[src/rtl/bus_cycle_gen_pkg.sv]
// Shared types and control-vector bit map for the bus-cycle sequencer.
// Optional feature macro used by this slice: RDY_SYNC_EN.
package ctl_bus_pkg;

    typedef enum logic [2:0] {
        ST_IDLE,
        ST_SYNC,
        ST_STROBE,
        ST_TAIL,
        ST_HOLD
    } state_t;

    localparam int unsigned CTL_SYNC  = 0;
    localparam int unsigned CTL_STVAL = 1;
    localparam int unsigned CTL_DBIN  = 2;
    localparam int unsigned CTL_WR    = 3;
    localparam int unsigned CTL_IOQ   = 4;
    localparam int unsigned CTL_W     = 5;

    // Control vector presented while the sequencer sits in a given state.
    function automatic logic [CTL_W-1:0] ctl_for(state_t st, logic we, logic io);
        logic [CTL_W-1:0] v;
        v = '0;
        case (st)
            ST_SYNC: begin
                v[CTL_SYNC]  = 1'b1;
                v[CTL_STVAL] = 1'b1;
                v[CTL_IOQ]   = io;
            end
            ST_STROBE: begin
                v[CTL_DBIN] = !we;
                v[CTL_WR]   = we;
                v[CTL_IOQ]  = io;
            end
            ST_TAIL: v[CTL_IOQ] = io;
            default: v = '0;
        endcase
        return v;
    endfunction

endpackage

[src/rtl/bus_cycle_gen_if.sv]
// CPU request / external bus / DMA signal bundle for bus_cycle_gen.
// Optional feature macro used by this slice: RDY_SYNC_EN.
interface bus_cycle_gen_if;

    logic                          cpu_start;
    logic                          cpu_we;
    logic                          cpu_io;
    logic [3:0]                    wait_states;
    logic                          bus_rdy;
    logic                          dma_hold;
    logic [ctl_bus_pkg::CTL_W-1:0] ctl_out;
    logic                          hold_ack;
    logic                          busy;
    logic                          cpu_done;
    logic                          cpu_err;

    modport master (
        output cpu_start, cpu_we, cpu_io, wait_states, bus_rdy, dma_hold,
        input  ctl_out, hold_ack, busy, cpu_done, cpu_err
    );

    modport slave (
        input  cpu_start, cpu_we, cpu_io, wait_states, bus_rdy, dma_hold,
        output ctl_out, hold_ack, busy, cpu_done, cpu_err
    );

endinterface

[src/rtl/bus_cycle_gen_rdy_sync.sv]
// Two-flop synchronizer for the external ready line.
// Only present when RDY_SYNC_EN is defined.
`ifdef RDY_SYNC_EN
module rdy_sync (
    input  logic i_clk,
    input  logic i_rst,
    input  logic i_d,
    output logic o_q
);

    logic r_meta;
    logic r_sync;

    always_ff @(posedge i_clk) begin
        if (i_rst) begin
            r_meta <= 1'b0;
            r_sync <= 1'b0;
        end else begin
            r_meta <= i_d;
            r_sync <= r_meta;
        end
    end

    assign o_q = r_sync;

endmodule
`endif

[src/rtl/bus_cycle_gen.sv]
// Bus-cycle sequencer: SYNC -> STROBE (+waits/timeout) -> TAIL, with DMA hold.
// RDY_SYNC_EN defined inserts a 2-flop synchronizer on bus_rdy.
module bus_cycle_gen
    import ctl_bus_pkg::*;
#(
    parameter int unsigned SYNC_CYC = 1,
    parameter int unsigned HOLD_CYC = 1,
    parameter int unsigned TIMEOUT  = 255
) (
    input  logic            clock,
    input  logic            reset,
    bus_cycle_gen_if.slave  bus
);

    localparam int unsigned PH_MAX = (SYNC_CYC > HOLD_CYC) ? SYNC_CYC : HOLD_CYC;
    localparam int unsigned PH_W   = (PH_MAX > 1) ? $clog2(PH_MAX) : 1;
    localparam int unsigned TO_W   = $clog2(TIMEOUT + 1);

    state_t             r_state;
    logic [CTL_W-1:0]   r_ctl;
    logic               r_hold_ack;
    logic               r_busy;
    logic               r_done;
    logic               r_err;
    logic               r_err_flag;
    logic               r_we;
    logic               r_io;
    logic [3:0]         r_wcnt;
    logic [TO_W-1:0]    r_tcnt;
    logic [PH_W-1:0]    r_phase;
    logic               w_rdy;

`ifdef RDY_SYNC_EN
    rdy_sync u_rdy_sync (
        .i_clk (clock),
        .i_rst (reset),
        .i_d   (bus.bus_rdy),
        .o_q   (w_rdy)
    );
`else
    assign w_rdy = bus.bus_rdy;
`endif

    // Outputs are registered alongside the state: each transition loads the
    // control vector belonging to the state being entered.
    always_ff @(posedge clock) begin
        if (reset) begin
            r_state    <= ST_IDLE;
            r_ctl      <= '0;
            r_hold_ack <= 1'b0;
            r_busy     <= 1'b0;
            r_done     <= 1'b0;
            r_err      <= 1'b0;
            r_err_flag <= 1'b0;
            r_we       <= 1'b0;
            r_io       <= 1'b0;
            r_wcnt     <= '0;
            r_tcnt     <= '0;
            r_phase    <= '0;
        end else begin
            r_done <= 1'b0;
            r_err  <= 1'b0;
            case (r_state)
                ST_IDLE: begin
                    if (bus.dma_hold) begin
                        r_state    <= ST_HOLD;
                        r_hold_ack <= 1'b1;
                        r_ctl      <= '0;
                    end else if (bus.cpu_start) begin
                        r_state    <= ST_SYNC;
                        r_we       <= bus.cpu_we;
                        r_io       <= bus.cpu_io;
                        r_wcnt     <= bus.wait_states;
                        r_tcnt     <= '0;
                        r_err_flag <= 1'b0;
                        r_phase    <= PH_W'(SYNC_CYC - 1);
                        r_busy     <= 1'b1;
                        r_ctl      <= ctl_for(ST_SYNC, bus.cpu_we, bus.cpu_io);
                    end
                end
                ST_SYNC: begin
                    if (r_phase == '0) begin
                        r_state <= ST_STROBE;
                        r_ctl   <= ctl_for(ST_STROBE, r_we, r_io);
                    end else begin
                        r_phase <= r_phase - 1'b1;
                    end
                end
                ST_STROBE: begin
                    if (r_wcnt != '0) begin
                        r_wcnt <= r_wcnt - 1'b1;
                    end else if (w_rdy) begin
                        r_state <= ST_TAIL;
                        r_phase <= PH_W'(HOLD_CYC - 1);
                        r_ctl   <= ctl_for(ST_TAIL, r_we, r_io);
                    end else if (r_tcnt == TO_W'(TIMEOUT)) begin
                        r_state    <= ST_TAIL;
                        r_err_flag <= 1'b1;
                        r_phase    <= PH_W'(HOLD_CYC - 1);
                        r_ctl      <= ctl_for(ST_TAIL, r_we, r_io);
                    end else begin
                        r_tcnt <= r_tcnt + 1'b1;
                    end
                end
                ST_TAIL: begin
                    if (r_phase == '0) begin
                        r_state    <= ST_IDLE;
                        r_ctl      <= '0;
                        r_busy     <= 1'b0;
                        r_done     <= 1'b1;
                        r_err      <= r_err_flag;
                        r_err_flag <= 1'b0;
                    end else begin
                        r_phase <= r_phase - 1'b1;
                    end
                end
                ST_HOLD: begin
                    if (!bus.dma_hold) begin
                        r_state    <= ST_IDLE;
                        r_hold_ack <= 1'b0;
                    end
                end
                default: begin
                    r_state    <= ST_IDLE;
                    r_ctl      <= '0;
                    r_busy     <= 1'b0;
                    r_hold_ack <= 1'b0;
                end
            endcase
        end
    end

    assign bus.ctl_out  = r_ctl;
    assign bus.hold_ack = r_hold_ack;
    assign bus.busy     = r_busy;
    assign bus.cpu_done = r_done;
    assign bus.cpu_err  = r_err;

endmodule

[src/flat_wrapper.sv]
// flat-port wrapper written by rule: the top's interface ports become plain ports
module bus_cycle_gen_flat import ctl_bus_pkg::*;
#(
    parameter int unsigned SYNC_CYC = 1,
    parameter int unsigned HOLD_CYC = 1,
    parameter int unsigned TIMEOUT  = 255
)
  (clock, reset, bus_cpu_start, bus_cpu_we, bus_cpu_io, bus_wait_states, bus_bus_rdy, bus_dma_hold, bus_ctl_out, bus_hold_ack, bus_busy, bus_cpu_done, bus_cpu_err);
  bus_cycle_gen_if bus_i ();
  input  logic clock;
  input  logic reset;
  input wire logic [$bits(bus_i.cpu_start)-1:0] bus_cpu_start;
  input wire logic [$bits(bus_i.cpu_we)-1:0] bus_cpu_we;
  input wire logic [$bits(bus_i.cpu_io)-1:0] bus_cpu_io;
  input wire logic [$bits(bus_i.wait_states)-1:0] bus_wait_states;
  input wire logic [$bits(bus_i.bus_rdy)-1:0] bus_bus_rdy;
  input wire logic [$bits(bus_i.dma_hold)-1:0] bus_dma_hold;
  output wire logic [$bits(bus_i.ctl_out)-1:0] bus_ctl_out;
  output wire logic [$bits(bus_i.hold_ack)-1:0] bus_hold_ack;
  output wire logic [$bits(bus_i.busy)-1:0] bus_busy;
  output wire logic [$bits(bus_i.cpu_done)-1:0] bus_cpu_done;
  output wire logic [$bits(bus_i.cpu_err)-1:0] bus_cpu_err;
  assign bus_i.cpu_start = bus_cpu_start;
  assign bus_i.cpu_we = bus_cpu_we;
  assign bus_i.cpu_io = bus_cpu_io;
  assign bus_i.wait_states = bus_wait_states;
  assign bus_i.bus_rdy = bus_bus_rdy;
  assign bus_i.dma_hold = bus_dma_hold;
  assign bus_ctl_out = bus_i.ctl_out;
  assign bus_hold_ack = bus_i.hold_ack;
  assign bus_busy = bus_i.busy;
  assign bus_cpu_done = bus_i.cpu_done;
  assign bus_cpu_err = bus_i.cpu_err;
  bus_cycle_gen #(.SYNC_CYC(SYNC_CYC), .HOLD_CYC(HOLD_CYC), .TIMEOUT(TIMEOUT)) u_core (.clock(clock), .reset(reset), .bus(bus_i));
endmodule
[config.mk]
export PLATFORM = sky130hd
export DESIGN_NAME = bus_cycle_gen_flat
export DESIGN_NICKNAME = d
export VERILOG_FILES = /design/src/rtl/bus_cycle_gen_pkg.sv /design/src/rtl/bus_cycle_gen_if.sv /design/src/rtl/bus_cycle_gen_rdy_sync.sv /design/src/rtl/bus_cycle_gen.sv /design/src/flat_wrapper.sv
export SDC_FILE = /design/constraint.sdc
export NUM_CORES = 1
export LEC_CHECK = 0
export ABC_AREA = 1
export CAP_MARGIN = 30
export CORE_UTILIZATION = 50
export CTS_CLUSTER_DIAMETER = 30
export DETAILED_ROUTE_END_ITERATION = 7
export GPL_ROUTABILITY_DRIVEN = 0
export PLACE_DENSITY = 0.74
export SLEW_MARGIN = 10
export SYNTH_ARGS = -nofsm -noshare
export SYNTH_HDL_FRONTEND = slang
export SYNTH_HIERARCHICAL = 1
export SYNTH_SLANG_ARGS = --single-unit
[constraint.sdc]
create_clock -name clock -period 1.59 [get_ports clock]
set_input_delay 0.3975 -clock clock [delete_from_list [all_inputs] [get_ports clock]]
set_output_delay 0.3975 -clock clock [all_outputs]
set_load 0.005 [all_outputs]
==> flow_summary.yaml <==
run_status:
  status: "finished clean"
floorplan:
  rows: 19
  pin_count: 20
  core_sq_mm: 0.002734
  die_h_um: 55.48
  start_util_pct: 52.31
  dieArea_sq_mm: 0.003078
  die_w_um: 55.48
critical_path:
  cp_slowest_cell: "clkdlybuf4s50_1"
  endpoint_kind: "output pin"
  crit_family: "buffers and inverters"
  critPathRequiredTime_ns: 1.19
  crit_fanout: 1
  crit_path_max_incr_delay_ns: 0.49
  crit_buf_inv: 1
  crit_path_start_kind: "flop"
  crit_arrival_ns: 1.14
  path_class: "flop to output pin"
  cp_cell_sequence: "clkdlybuf4s50_1"
global_routing:
  grt_max_degree: 16
  antenna_found_initial: 0
  grt_usage_pct: 23.04
  grt_pass1_wl_mm: 5.754
  overflow: 0
  grt_pass1_vias: 1360
finish:
  layout_common_cells: "nand2_1, nor2_1, inv_1"
  antenna_cells: 0
  final_nets: 250
  fin_util_pct: 66.18
  drive_above_1_share_pct: 22.03
  finalNonFillerCells: 267
  layout_commonest_cell: "nand2_1"
  area_growth_pct: 26.51
synth:
  syn_nets: 224
  syn_area_sq_mm: 0.001430
  yosysWarningCount: 6
  yosys.area.top_type_share_pct: 36.40
  avgSynthCellArea_sq_um: 6.778
  postSynthRegisterBits: 26
  synth_seq_area_share_pct: 36.40
  ys_types: 29
  synth_area_leaders: "dfxtp_1, nand2_1, nor2_1"
  yosys.area.top_type: "dfxtp_1"
  synthesis.instances: 211
routing:
  vias_per_cell: 5.247
  num_vias: 1401
  first_iter_violations: 72
  wl_mm: 3.253
  final_antenna_net_count: 0
  route.detailed.wl_per_inst_um: 12.18
  firstDrtPassIters: 4
  drcViolationCount: 0
timing:
  relSlewSlack_pct: 77.24
  finalHoldViolations: 0
  final-setup-viol-count: 0
  layout_min_cycle_time_ns: 1.536
  timing.final.crit_share_pct: 96.63
  tightest_slew_ns: 0.3378
  max_freq_ghz: 0.6508
  drv_slew: 0
  rsz0062_at_grt: "true"
  skew_ns: 0.005479
clock_network:
  cts_sinks: 26
  cts_hold_buffers: 0
  numCtsBuffers: 3
  clock_latency_ns: 0.32
  htreeDepth: 1
  clockRootBuffer: "clkbuf_4"
  clk_pin_slew_ns: 0.14
  cts_tree: "done"
  clockBufferDepth: 2
power_and_ir_drop:
  irDropWorstVdd_mv: 0.8082
  p_leak_nw: 0.8672
  power_density_mw_per_mm2: 985.8
run:
  max-cap-violations: 0
worst_hold_path:
  holdCritPathClass: "flop to flop"
placement:
  dp_cells: 260
  port-buffer-count: 19
  dp_hpwl_mm: 2.343
worst min-delay path: cells and delay by family (launching register included):
kind | cells | cell delay (ns)
flops | 1 | 0.34
simple gates | 1 | 0.06
compound gates | 1 | 0.05
layer usage:
layer	routed length, um	part of all wire [%]	track usage (%)	up-vias
met1	1457	45	28.93	648
met3	135	4.2	2.810	4
met5	0	0	0	-
li1	-	-	-	719
met4	37	1.1	8.929	0
met2	1623	50	40.10	30
cell families (layout without fill, tap and decap cells):
family,Yosys count,after routing,synth area share [%]
xor+xnor,1,1,0.6125
flops,26,26,36.40
compound gates,37,37,15.57
simple gates,116,116,37.18
buf+inv,29,54,8.487
fa+ha+maj,2,2,1.750
flip-flops by register name, indices dropped and copies added (netlist names), 3 cells and up:
register,count
u_core/r_tcnt,8
u_core/bus.ctl_out,4
u_core/r_wcnt,4
u_core/r_state,3
synthesized netlist by cell type (all sizes together):
master / number
nand2: 56
nor2: 43
dfxtp: 26
inv: 23
a21oi: 18
o21ai: 17
nand3: 10
buf: 3
clkbuf: 3
ha: 2
nand4: 2
nor3: 2
a21o: 1
nor3b: 1
nor4: 1
o211a: 1
or2: 1
xor2: 1
cell type report:
class                      count  area [sq um]
fill                         250         924.6
multi-input combinational    156         818.3
sequential                    26         534.3
timing repair buffer          27         279.0
inverter                      23         86.33
tap                           31         38.79
clock inverter                 1         30.03
clock buffer                   3         22.52
repair_timing:
item	CTS	global route
pin swaps	0	2
gates resized for setup	6	23
setup endpoints to repair	5	20
buffers inserted	0	3
path summary, 6_finish.rpt:
kind,startpoint,to,slack [ns],depth (start not counted)
setup / recovery,u_core/bus.cpu_done$_SDFF_PP0_,bus_cpu_done,0.05,1
hold / removal,u_core/bus.busy$_SDFFE_PP0P_,u_core/bus.busy$_SDFFE_PP0P_,0.47,2
setup reg to reg,u_core/r_wcnt[1]$_SDFFE_PP0P_,u_core/r_tcnt[6]$_SDFFE_PP0P_,0.10,8
hold reg to reg,u_core/bus.busy$_SDFFE_PP0P_,u_core/bus.busy$_SDFFE_PP0P_,0.47,2
where the power goes:
group          internal (mW)  total [mW]  switching [mW]
Clock                  0.255       0.453           0.198
Combinational          0.214       0.552           0.337
Sequential             0.725       0.779          0.0535
Total                   1.19        1.78           0.589
stage by stage:
step	setup TNS (ns)	instance area (sq um)	hold slack [ns]	setup WS, ns	power [mW]
2_1_floorplan	0	1430	0.4341	0.2644	1.152
3_3_place_gp	-0.8100	1674	0.4430	-0.08440	1.285
4_1_cts	0	1729	0.4650	0.002244	1.768
6_report	0	1809	0.4701	0.05350	1.784
3_5_place_dp	-1.052	1674	0.4455	-0.1136	1.305
5_1_grt	-0.008094	1809	0.4950	-0.007414	1.898
No activity file was read; power rests on OpenSTA's default activity.
